**src/rtl/imm_inst_encoder.sv**
```systemverilog
// Packs RV32I fields plus a full signed immediate into one instruction word.
// Stage 1 latches fields and range-checks the immediate; stage 2 packs and emits with an address.
module imm_inst_encoder #(
  parameter logic [31:0] BASE_ADDR = 32'h0000_0000,
  parameter int unsigned DEPTH     = 256
) (
  input  logic        clk,
  input  logic        rst_n,
  input  logic        flush,
  input  logic        in_valid,
  output logic        in_ready,
  input  logic [6:0]  opcode,
  input  logic [2:0]  funct3,
  input  logic [6:0]  funct7,
  input  logic [4:0]  rd,
  input  logic [4:0]  rs1,
  input  logic [4:0]  rs2,
  input  logic [31:0] imm,
  output logic        out_valid,
  input  logic        out_ready,
  output logic [31:0] instr,
  output logic [31:0] imem_addr,
  output logic        imm_err,
  output logic        wrap
);

  typedef enum logic [6:0] {
    OP_R     = 7'b0110011,
    OP_I     = 7'b0010011,
    OP_IL    = 7'b0000011,
    OP_JALR  = 7'b1100111,
    OP_S     = 7'b0100011,
    OP_B     = 7'b1100011,
    OP_LUI   = 7'b0110111,
    OP_AUIPC = 7'b0010111,
    OP_JAL   = 7'b1101111
  } opcode_e;

  localparam int unsigned CW   = $clog2(DEPTH);
  localparam logic [CW-1:0] LAST = CW'(DEPTH - 1);
  localparam logic [31:0] NOP  = 32'h0000_0013;

  logic        s1_v_q, s1_v_d, s2_v_q, s2_v_d;
  logic [6:0]  op_q, op_d, f7_q, f7_d;
  logic [2:0]  f3_q, f3_d;
  logic [4:0]  rd_q, rd_d, rs1_q, rs1_d, rs2_q, rs2_d;
  logic [31:0] imm_q, imm_d;
  logic        err1_q, err1_d, err2_q, err2_d;
  logic [31:0] instr_q, instr_d, addr_q, addr_d;
  logic [CW-1:0] cnt_q, cnt_d;
  logic        in_fire, s2_load, out_fire, err_in;
  logic [31:0] packed_w;

  assign in_ready  = !s1_v_q || !s2_v_q || out_ready;
  assign in_fire   = in_valid && in_ready;
  assign s2_load   = s1_v_q && (!s2_v_q || out_ready);
  assign out_fire  = s2_v_q && out_ready;
  assign out_valid = s2_v_q;
  assign instr     = instr_q;
  assign imem_addr = addr_q;
  assign imm_err   = err2_q;
  assign wrap      = out_fire && !flush && (cnt_q == LAST);

  always_comb begin
    err_in = 1'b0;
    case (opcode)
      OP_R:                    err_in = 1'b0;
      OP_I, OP_IL, OP_JALR, OP_S:
        err_in = !(($signed(imm) >= -32'sd2048) && ($signed(imm) <= 32'sd2047));
      OP_B:
        err_in = !(($signed(imm) >= -32'sd4096) && ($signed(imm) <= 32'sd4094)) || imm[0];
      OP_JAL:
        err_in = !(($signed(imm) >= -32'sd1048576) && ($signed(imm) <= 32'sd1048574)) || imm[0];
      OP_LUI, OP_AUIPC:        err_in = (imm[11:0] != 12'd0);
      default:                 err_in = 1'b1;
    endcase
  end

  always_comb begin
    packed_w = NOP;
    case (op_q)
      OP_R:                 packed_w = {f7_q, rs2_q, rs1_q, f3_q, rd_q, op_q};
      OP_I, OP_IL, OP_JALR: packed_w = {imm_q[11:0], rs1_q, f3_q, rd_q, op_q};
      OP_S:                 packed_w = {imm_q[11:5], rs2_q, rs1_q, f3_q, imm_q[4:0], op_q};
      OP_B:                 packed_w = {imm_q[12], imm_q[10:5], rs2_q, rs1_q, f3_q,
                                        imm_q[4:1], imm_q[11], op_q};
      OP_LUI, OP_AUIPC:     packed_w = {imm_q[31:12], rd_q, op_q};
      OP_JAL:               packed_w = {imm_q[20], imm_q[10:1], imm_q[11], imm_q[19:12],
                                        rd_q, op_q};
      default:              packed_w = NOP;
    endcase
    if (err1_q) packed_w = NOP;
  end

  always_comb begin
    s1_v_d = s1_v_q;  s2_v_d = s2_v_q;
    op_d = op_q;  f3_d = f3_q;  f7_d = f7_q;
    rd_d = rd_q;  rs1_d = rs1_q;  rs2_d = rs2_q;
    imm_d = imm_q;  err1_d = err1_q;  err2_d = err2_q;
    instr_d = instr_q;  addr_d = addr_q;  cnt_d = cnt_q;
    if (flush) begin
      s1_v_d  = 1'b0;
      s2_v_d  = 1'b0;
      instr_d = '0;
      err2_d  = 1'b0;
      addr_d  = BASE_ADDR;
      cnt_d   = '0;
    end else begin
      if (in_fire) begin
        s1_v_d = 1'b1;
        op_d = opcode;  f3_d = funct3;  f7_d = funct7;
        rd_d = rd;  rs1_d = rs1;  rs2_d = rs2;
        imm_d = imm;  err1_d = err_in;
      end else if (s2_load) begin
        s1_v_d = 1'b0;
      end
      if (s2_load) begin
        s2_v_d  = 1'b1;
        instr_d = packed_w;
        err2_d  = err1_q;
      end else if (out_fire) begin
        s2_v_d = 1'b0;
      end
      // Errored words still consume an address slot so later words keep their positions.
      if (out_fire) begin
        if (cnt_q == LAST) begin
          addr_d = BASE_ADDR;
          cnt_d  = '0;
        end else begin
          addr_d = addr_q + 32'd4;
          cnt_d  = cnt_q + CW'(1);
        end
      end
    end
  end

  always_ff @(posedge clk or negedge rst_n) begin
    if (!rst_n) begin
      s1_v_q <= 1'b0;  s2_v_q <= 1'b0;
      op_q <= '0;  f3_q <= '0;  f7_q <= '0;
      rd_q <= '0;  rs1_q <= '0;  rs2_q <= '0;
      imm_q <= '0;  err1_q <= 1'b0;  err2_q <= 1'b0;
      instr_q <= '0;  addr_q <= BASE_ADDR;  cnt_q <= '0;
    end else begin
      s1_v_q <= s1_v_d;  s2_v_q <= s2_v_d;
      op_q <= op_d;  f3_q <= f3_d;  f7_q <= f7_d;
      rd_q <= rd_d;  rs1_q <= rs1_d;  rs2_q <= rs2_d;
      imm_q <= imm_d;  err1_q <= err1_d;  err2_q <= err2_d;
      instr_q <= instr_d;  addr_q <= addr_d;  cnt_q <= cnt_d;
    end
  end

endmodule

```
**config.mk**
```make
export PLATFORM = sky130hd
export DESIGN_NAME = imm_inst_encoder
export DESIGN_NICKNAME = d
export VERILOG_FILES = /design/src/rtl/imm_inst_encoder.sv
export SDC_FILE = /design/constraint.sdc
export NUM_CORES = 1
export LEC_CHECK = 0
export ABC_AREA = 1
export BUFFER_PORTS_ARGS = -buffer_cell sky130_fd_sc_hd__buf_2
export CAP_MARGIN = 30
export CORE_ASPECT_RATIO = 0.7
export CORE_UTILIZATION = 30
export DETAILED_ROUTE_END_ITERATION = 6
export PLACE_DENSITY_LB_ADDON = 0.05
export SLEW_MARGIN = 20
export SYNTH_ARGS = -nofsm -noshare
export SYNTH_HDL_FRONTEND = slang
export SYNTH_SLANG_ARGS = --single-unit
```
**constraint.sdc**
```tcl
create_clock -name clk -period 2.5 [get_ports clk]
set_clock_uncertainty 0.15 [all_clocks]
set_input_delay 0.5 -clock clk [delete_from_list [all_inputs] [get_ports clk]]
set_output_delay 0.5 -clock clk [all_outputs]
set_load 0.01 [all_outputs]
```
==> key figures, run 1 <==
Clock network
  – Reg clk slew, reported paths: ~0.06 ns
  – Root Driver: clkbuf_16
  – Worst-skew pair later-pin latency: about 0.42 ns
  – CTS Buf Count: 17
  – Clk sinks: around 140
  – CTS HTree Levels: 4
  – Max clock buf depth: 2
  – CTS tree: done

Worst setup path
  – Buf/Inv on CP: 1
  – Critical Path Fanout Max: 2
  – Family with the most delay on the worst path: simple AND/OR/NAND/NOR gates
  – Setup crit start kind: register
  – Crit path largest cell delay: 0.36 ns
  – CP Capture Type: output pin
  – Worst path slowest cell: dfrtp_1
  – WP data arrival: roughly 1.7 ns
  – Req. time, crit path: approximately 1.9 ns
  – Worst Setup Path Type: reg2out
  – CP Cell Sequence: ha_2 > nand3_1 > nor2_1 > nand2_1 > nor2_2 > nand2_2 > nor3_2 > buf_2

Final layout
  – Area grow syn2layout: 24.5%
  – Filler Cell Count: roughly 2500
  – Final Util: 38.7%
  – Final net count: ~1200
  – Antenna fix cells: 0
  – Proportion of layout cells with a drive suffix above 1: 20.9%
  – Post-route cell area: 0.00892 mm2

Yosys
  – EDFF count, synth: 0
  – Async SR Flop Fraction: 100%
  – Synth top area cells: dfrtp_1 48%, nand2_1 17%, inv_1 5.4%, o21ai_0 5.0%, nor2_1 3.4%
  – Syn. warnings: 0
  – Seq/Total Area, Yosys: 48.2%
  – Avg Cell Area, Syn: around 7.6 um2
  – Flops & latches, synth: 138
  – Primary FF master, synth: dfrtp_1
  – Area leader, netlist: dfrtp_1
  – Post-Synthesis Cells: 938
  – Synth Cell Area: slightly above 0.007 mm2
  – Netlist cell types: 43
  – Yosys top cell area share: between 40% and 50%

STA
  – Slew @ Worst Pin: 0.824 ns
  – Maximum achievable frequency: roughly 420 MHz
  – Slew HR: 45.0%
  – Final Max Slew Viols: 0
  – Final hold violations: 0
  – RSZ-0062 raised after global routing: true
  – Fin crit share: between 90 and 100%
  – Hold slack: around 0.12 ns
  – Setup tns final: 0 ns
  – Final Setup Violations: 0
  – Post-layout min period: 2.36 ns

Routing
  – Overall via count from detail_route: 6612
  – Drt drc: 0
  – Post-Route WL: between 20 and 25 mm
  – Final ANT Viol Nets: 0
  – Initial DRC Count: 393
  – Wire per inst: about 17 um
  – DR vias/cell: about 4.7
  – Initial DRT Pass Iterations: 5

GRT
  – Met1 GRT Util: 33.5%
  – Largest net degree at the start of global routing: 45
  – Initial antenna violation count: 1
  – Vias in the first global route: 6382
  – Gr ovfl total: 0
  – Global-route wire length before repair: between 30 and 40 mm
  – Met3 GRT Util: ~4.4%
  – Gr busiest metal: met1
  – GRT Util Overall: between 20% and 30%
  – M2 GR Usage: 24.9%

Die
  – Placeable Area: approximately 0.023 mm2
  – Initial Utilization: 31.1%
  – Die X: 187 um
  – I/O pin cnt: about 140
  – Die area: ~0.025 mm2
  – Die Ht: about 130 um
  – # rows: 46

Placed design
  – I/O Buffers: 134
  – Placed Area: 0.00833 mm2
  – DP HPWL: between 15 and 20 mm
  – Routability cong.: a little under 0.9

Job
  – Maximum capacitance violations: 0

Power
  – Pwr Total: ~5.5 mW
  – Peak supply drop: about 460 uV
  – Pwr Density: 612 mW/mm2
  – Leakage: 4.42 nW

Hold path
  – Worst hold-check path type: in2reg

Status
  – Status: finished, final reports clean
[layout make-up]
| type | instances | area, um2 | share of cell area (%) |
|---|---|---|---|
| Inverter | 109 | 410 | 4.60 |
| Clock inverter | 9 | 97.6 | 1.09 |
| Clock buffer | 23 | 458 | 5.14 |
| Sequential cell | 138 | 3450 | 38.7 |
| Tap cell | 312 | 390 | 4.38 |
| Timing Repair Buffer | 160 | 925 | 10.4 |
| Multi-Input combinational cell | 662 | 3180 | 35.7 |
[worst register-to-register path, stage by stage, from the launching register on]
cell     delay [ns]
dfrtp_1        0.42
ha_2           0.27
nand3_2        0.18
nor3_2         0.21
nand2_2        0.11
nor2_2         0.16
nand3_2        0.13
nor2_4         0.16
nand4_1        0.13
nand3_1        0.09
o21ai_0        0.08
[final timing paths]
kind,to,slack (ns),start,depth (start not counted)
max,wrap,0.14,cnt_q[0],8
min,rs1_q[2],0.12,rs1[2],3
max reg2reg,imem_addr[24],0.26,imem_addr[2],10
min reg2reg,instr[1],0.31,instr[1],2
max in group asynchronous,instr[18],1.17,rst_n,3
min in group asynchronous,instr[5],0.44,rst_n,2
[synth_stat cells (12+ instances only)]
cell type / instances
inv_1: 104
clkbuf_1: 14
a22oi_1: 13
o22ai_1: 12
nand2_1: 325
nand4_1: 22
dfrtp_1: 138
o21ai_0: 71
a21oi_1: 14
nand3_1: 40
nor2_1: 65
nor3_1: 19
[cells by family (layout without fill, tap and decap cells)]
kind of cell    count (synthesis)  after routing  synth area share [%]
compound gates                144            144                  12.2
xor+xnor                       11             11                  1.35
fa+ha+maj                       2              2                 0.349
buf+inv                       139            301                  7.81
flops                         138            138                  48.2
other cells                     1              2                0.0524
simple gates                  503            503                  30.1
[routing by layer]
| metal | wire (um) | up-vias |
|---|---|---|
| li1 | - | 3358 |
| met1 | 13500 | 3101 |
| met2 | 8870 | 140 |
| met3 | 1030 | 11 |
| met4 | 153 | 2 |
| met5 | 13 | - |
[where the power goes]
group	switching [mW]	total (mW)	internal [mW]
logic	0.336	0.508	0.172
registers	0.121	2.50	2.38
clock network	0.961	2.44	1.48
[cell usage in the layout, fill, tap and decap left out, drive strengths merged, types with 20 or more instances in the layout]
cell	count
dfrtp	138
nand4	23
nand3	42
nand2	328
nor3	20
nor2	73
clkbuf	23
o21ai	84
buf	159
inv	108
[flip-flops by register name, indices dropped and copies added (netlist names), 3 cells and up]
name	cells
cnt_q	8
f3_q	3
f7_q	7
imem_addr	30
imm_q	32
instr	32
op_q	7
rd_q	5
rs1_q	5
rs2_q	5
[repair_timing]
item                                    4_1_cts  5_1_grt
pin swaps                                     0        1
endpoints found under the setup margin        1        3
buffers inserted                              1        0
gates resized for setup                       0        5
hold buffers                                  1        0
hold endpoints to repair                     40        0
[stage by stage]
stage	worst slack, ns	instances
3_3_place_gp	0.328	1379
2_1_floorplan	0.511	939
5_1_grt	-0.00721	1413
4_1_cts	0.00852	1413
3_5_place_dp	0.247	1379
6_report	0.140	1413
Note: power is estimated with default switching activity, not from simulation.
==> run 2, diff against run 1 <==
- ABC_AREA: 1 -> not set
==> run 2 against run 1 <==
Effect of this change: the run now ends with design-rule violations left; core utilization barely moved; routed wire length down 17%; worst hold slack improved by 0.041 ns; area after synthesis down 7.3%; power up 3.8%; non-clock buffer count increased by 1; synthesized cell count down 35%; highest routed layer unchanged.
==> key figures, run 2 <==
Status
  – Status: complete, but fails checks
  – Failing checks: design-rule violations

Yosys
  – Avg Cell Area, Syn: 10.9 um2 (+43%)
  – Primary FF master, synth: dfrtp_1
  – Yosys top cell area share: 52.0% (+3.8 points)
  – Synth Cell Area: 0.00664 mm2 (-7.3%)
  – Most numerous cell in the Yosys netlist: dfrtp_1
  – Async SR Flop Fraction: 100% (unchanged)
  – EDFF count, synth: 0 (unchanged)
  – Seq/Total Area, Yosys: 52.0% (+3.8 points)
  – Synth top area cells: dfrtp_1 52%, mux2_2 11%, nand2_1 4.2%, o21ai_0 3.5%, a22oi_1 2.0%
  – Netlist cell types: 65 (+51%)
  – Flops & latches, synth: 138 (unchanged)
  – Syn. warnings: 0 (unchanged)
  – Commonest cells post-synth: 138 x dfrtp_1, 74 x nand2_1, 64 x mux2_2
  – Post-Synthesis Cells: 610 (-35%)
  – Area leader, netlist: dfrtp_1

Final layout
  – Filler Cell Count: 2149 (-13%)
  – Final net count: 828 (-29%)
  – Most frequent cells in the layout: 137 x dfrtp_1, 133 x buf_2, 74 x nand2_1, 64 x mux2_2, 46 x o21ai_0
  – Post-route cell area: 0.00840 mm2 (-5.8%)
  – Proportion of layout cells with a drive suffix above 1: 36.3% (+15 points)
  – Area of the multi-input gates: 0.00302 mm2 (-5.1%)
  – Antenna fix cells: 0 (unchanged)
  – Register area: 0.00345 mm2 (about the same)
  – Area grow syn2layout: 26.6%
  – Commonest non-fill, non-tap cell in the layout: dfrtp_1

Clock network
  – Total setup buffers inserted after CTS: 0 (-1)
  – CTS tree: done
  – Max clock buf depth: 2 (unchanged)
  – Reg clk slew, reported paths: 0.06 ns (about the same)
  – CTS Buf Count: 17 (unchanged)
  – Clk sinks: 138 (unchanged)
  – CTS HTree Levels: 4 (unchanged)
  – Worst-skew pair later-pin latency: 0.41 ns (about the same)
  – Root Driver: clkbuf_16

STA
  – Slew @ Worst Pin: 0.604 ns (-0.220 ns)
  – RSZ-0062 raised after global routing: false
  – Final hold violations: 0 (unchanged)
  – Setup tns final: 0 ns (unchanged)
  – Slew HR: 59.5% (+14 points)
  – Hold slack: 0.163 ns (+0.0410 ns)
  – Post-layout min period: 2.32 ns (-0.0449 ns)
  – Final Setup Violations: 0 (unchanged)
  – Maximum achievable frequency: 432 MHz (+1.9%)
  – Fin crit share: 92.6% (-1.8 points)
  – Final Max Slew Viols: 0 (unchanged)

Routing
  – DR vias/cell: 5.30 (+13%)
  – Initial DRT Pass Iterations: 7 (+2)
  – Overall via count from detail_route: 5575 (-16%)
  – Post-Route WL: 19.5 mm (-17%)
  – Final ANT Viol Nets: 0 (unchanged)
  – Drt drc: 8 (+8)
  – Initial DRC Count: 348 (-11%)
  – Wire per inst: 18.6 um (+11%)

Worst setup path
  – CP Capture Type: output pin
  – Worst Setup Path Type: reg2out
  – Setup crit start kind: register
  – Critical Path Fanout Max: 5 (+3)
  – Req. time, crit path: 1.85 ns (about the same)
  – WP data arrival: 1.67 ns (-0.04 ns)

Die
  – Die area: 0.0227 mm2 (-7.2%)
  – Initial Utilization: 30.6% (-0.49 points)
  – # rows: 45 (-2.2%)
  – I/O pin cnt: 137 (unchanged)
  – Placeable Area: 0.0217 mm2 (-5.8%)
  – Die X: 180 um (-3.7%)
  – Die Ht: 126 um (-3.7%)

Job
  – Maximum capacitance violations: 0 (unchanged)

GRT
  – Global-route wire length before repair: 30.9 mm (-18%)
  – Vias in the first global route: 5302 (-17%)
  – Initial antenna violation count: 1 (unchanged)
  – Largest net degree at the start of global routing: 60 (+33%)
  – Gr ovfl total: 0 (unchanged)
  – GRT Util Overall: 17.6% (-2.4 points)

Placed design
  – I/O Buffers: 134 (unchanged)
  – DP HPWL: 14.3 mm (-21%)
  – Placed Area: 0.00781 mm2 (-6.3%)
  – Routability cong.: 0.786 (-9.2%)

Power
  – Pwr Total: 5.66 mW (+3.8%)
  – Leakage: 3.77 nW (-15%)
  – Peak supply drop: 447 uV (-3.2%)
  – Pwr Density: 674 mW/mm2 (+10%)

Hold path
  – Worst hold-check path type: in2reg
==> run 2: changes by cell type in the layout (fill, tap and decap cells not counted), sizes merged, moves of 18 or more <==
cell	change
mux2	+64
o21ai	-18
nand2	-254
inv	-96
nand3	-21
nor2	-57
==> run 2: final timing paths <==
check                           from   endpoint  slack (ns)  cells after the start
min reg2reg                instr[11]  instr[11]        0.32                      2
min in group asynchronous      rst_n   rs1_q[0]        0.40                      2
min                        funct7[5]    f7_q[5]        0.16                      2
max                         cnt_q[1]       wrap        0.18                      5
max reg2reg                  op_q[6]  instr[28]        0.26                      5
max in group asynchronous      rst_n   cnt_q[0]        1.13                      3
==> run 2: worst max-delay path, stage by stage, from the launching register on <==
cell and delay [ns]:
dfrtp_1 0.41, ha_1 0.18, and2_1 0.18, nand2_1 0.08
nor3_1 0.22, buf_2 0.17
==> run 2: timing repair <==
action                                  in CTS  in global routing
hold buffers                                 1                  0
endpoints found under the setup margin       0                  1
hold endpoints to repair                    32                  0
gates resized for setup                      0                  1
==> run 2: where the power goes <==
part           internal [mW]  total [mW]  switching, mW
Combinational          0.295       0.625          0.331
Sequential              2.41        2.54          0.136
Clock                   1.50        2.49          0.993
Total                   4.20        5.66           1.46
==> run 2: cells by family after synthesis <==
group                      Yosys count  share of synthesized area (%)
other                                1                         0.0565
DFF                                138                           52.0
buffers and inverters               43                           2.92
and+or+nand+nor                    190                           15.6
muxes                               65                           11.0
AOI/OAI and AO/OA                  167                           17.5
xor gates and xnor gates             4                          0.528
adders and majority gates            2                          0.377
==> run 2: layout make-up <==
class                   instances  share of cell area (%)
multi-input cells             430                    35.9
clock inverters                13                    1.73
flip-flops and latches        138                    41.1
well taps                     282                    4.20
inverters                       9                   0.402
repair buffers                161                    11.4
clock buffers                  18                    5.23
==> run 2: layer usage <==
metal | up-vias | part of all wire, % | track usage [%]
li1 | 2609 | - | -
met1 | 2791 | 53 | 26.7
met2 | 158 | 41 | 24.7
met3 | 15 | 5.1 | 4.51
met4 | 2 | 1.0 | 4.46
met5 | - | 0.082 | 0
==> run 2: through the flow <==
stage,instances,utilization (%),setup WS [ns]
after detailed placement,1019,36.0,0.0307
after global placement,1019,36.0,0.0385
final,1051,38.8,0.185
after CTS,1051,38.8,0.121
after global routing,1051,38.8,0.0226
after floorplan,611,-,0.392
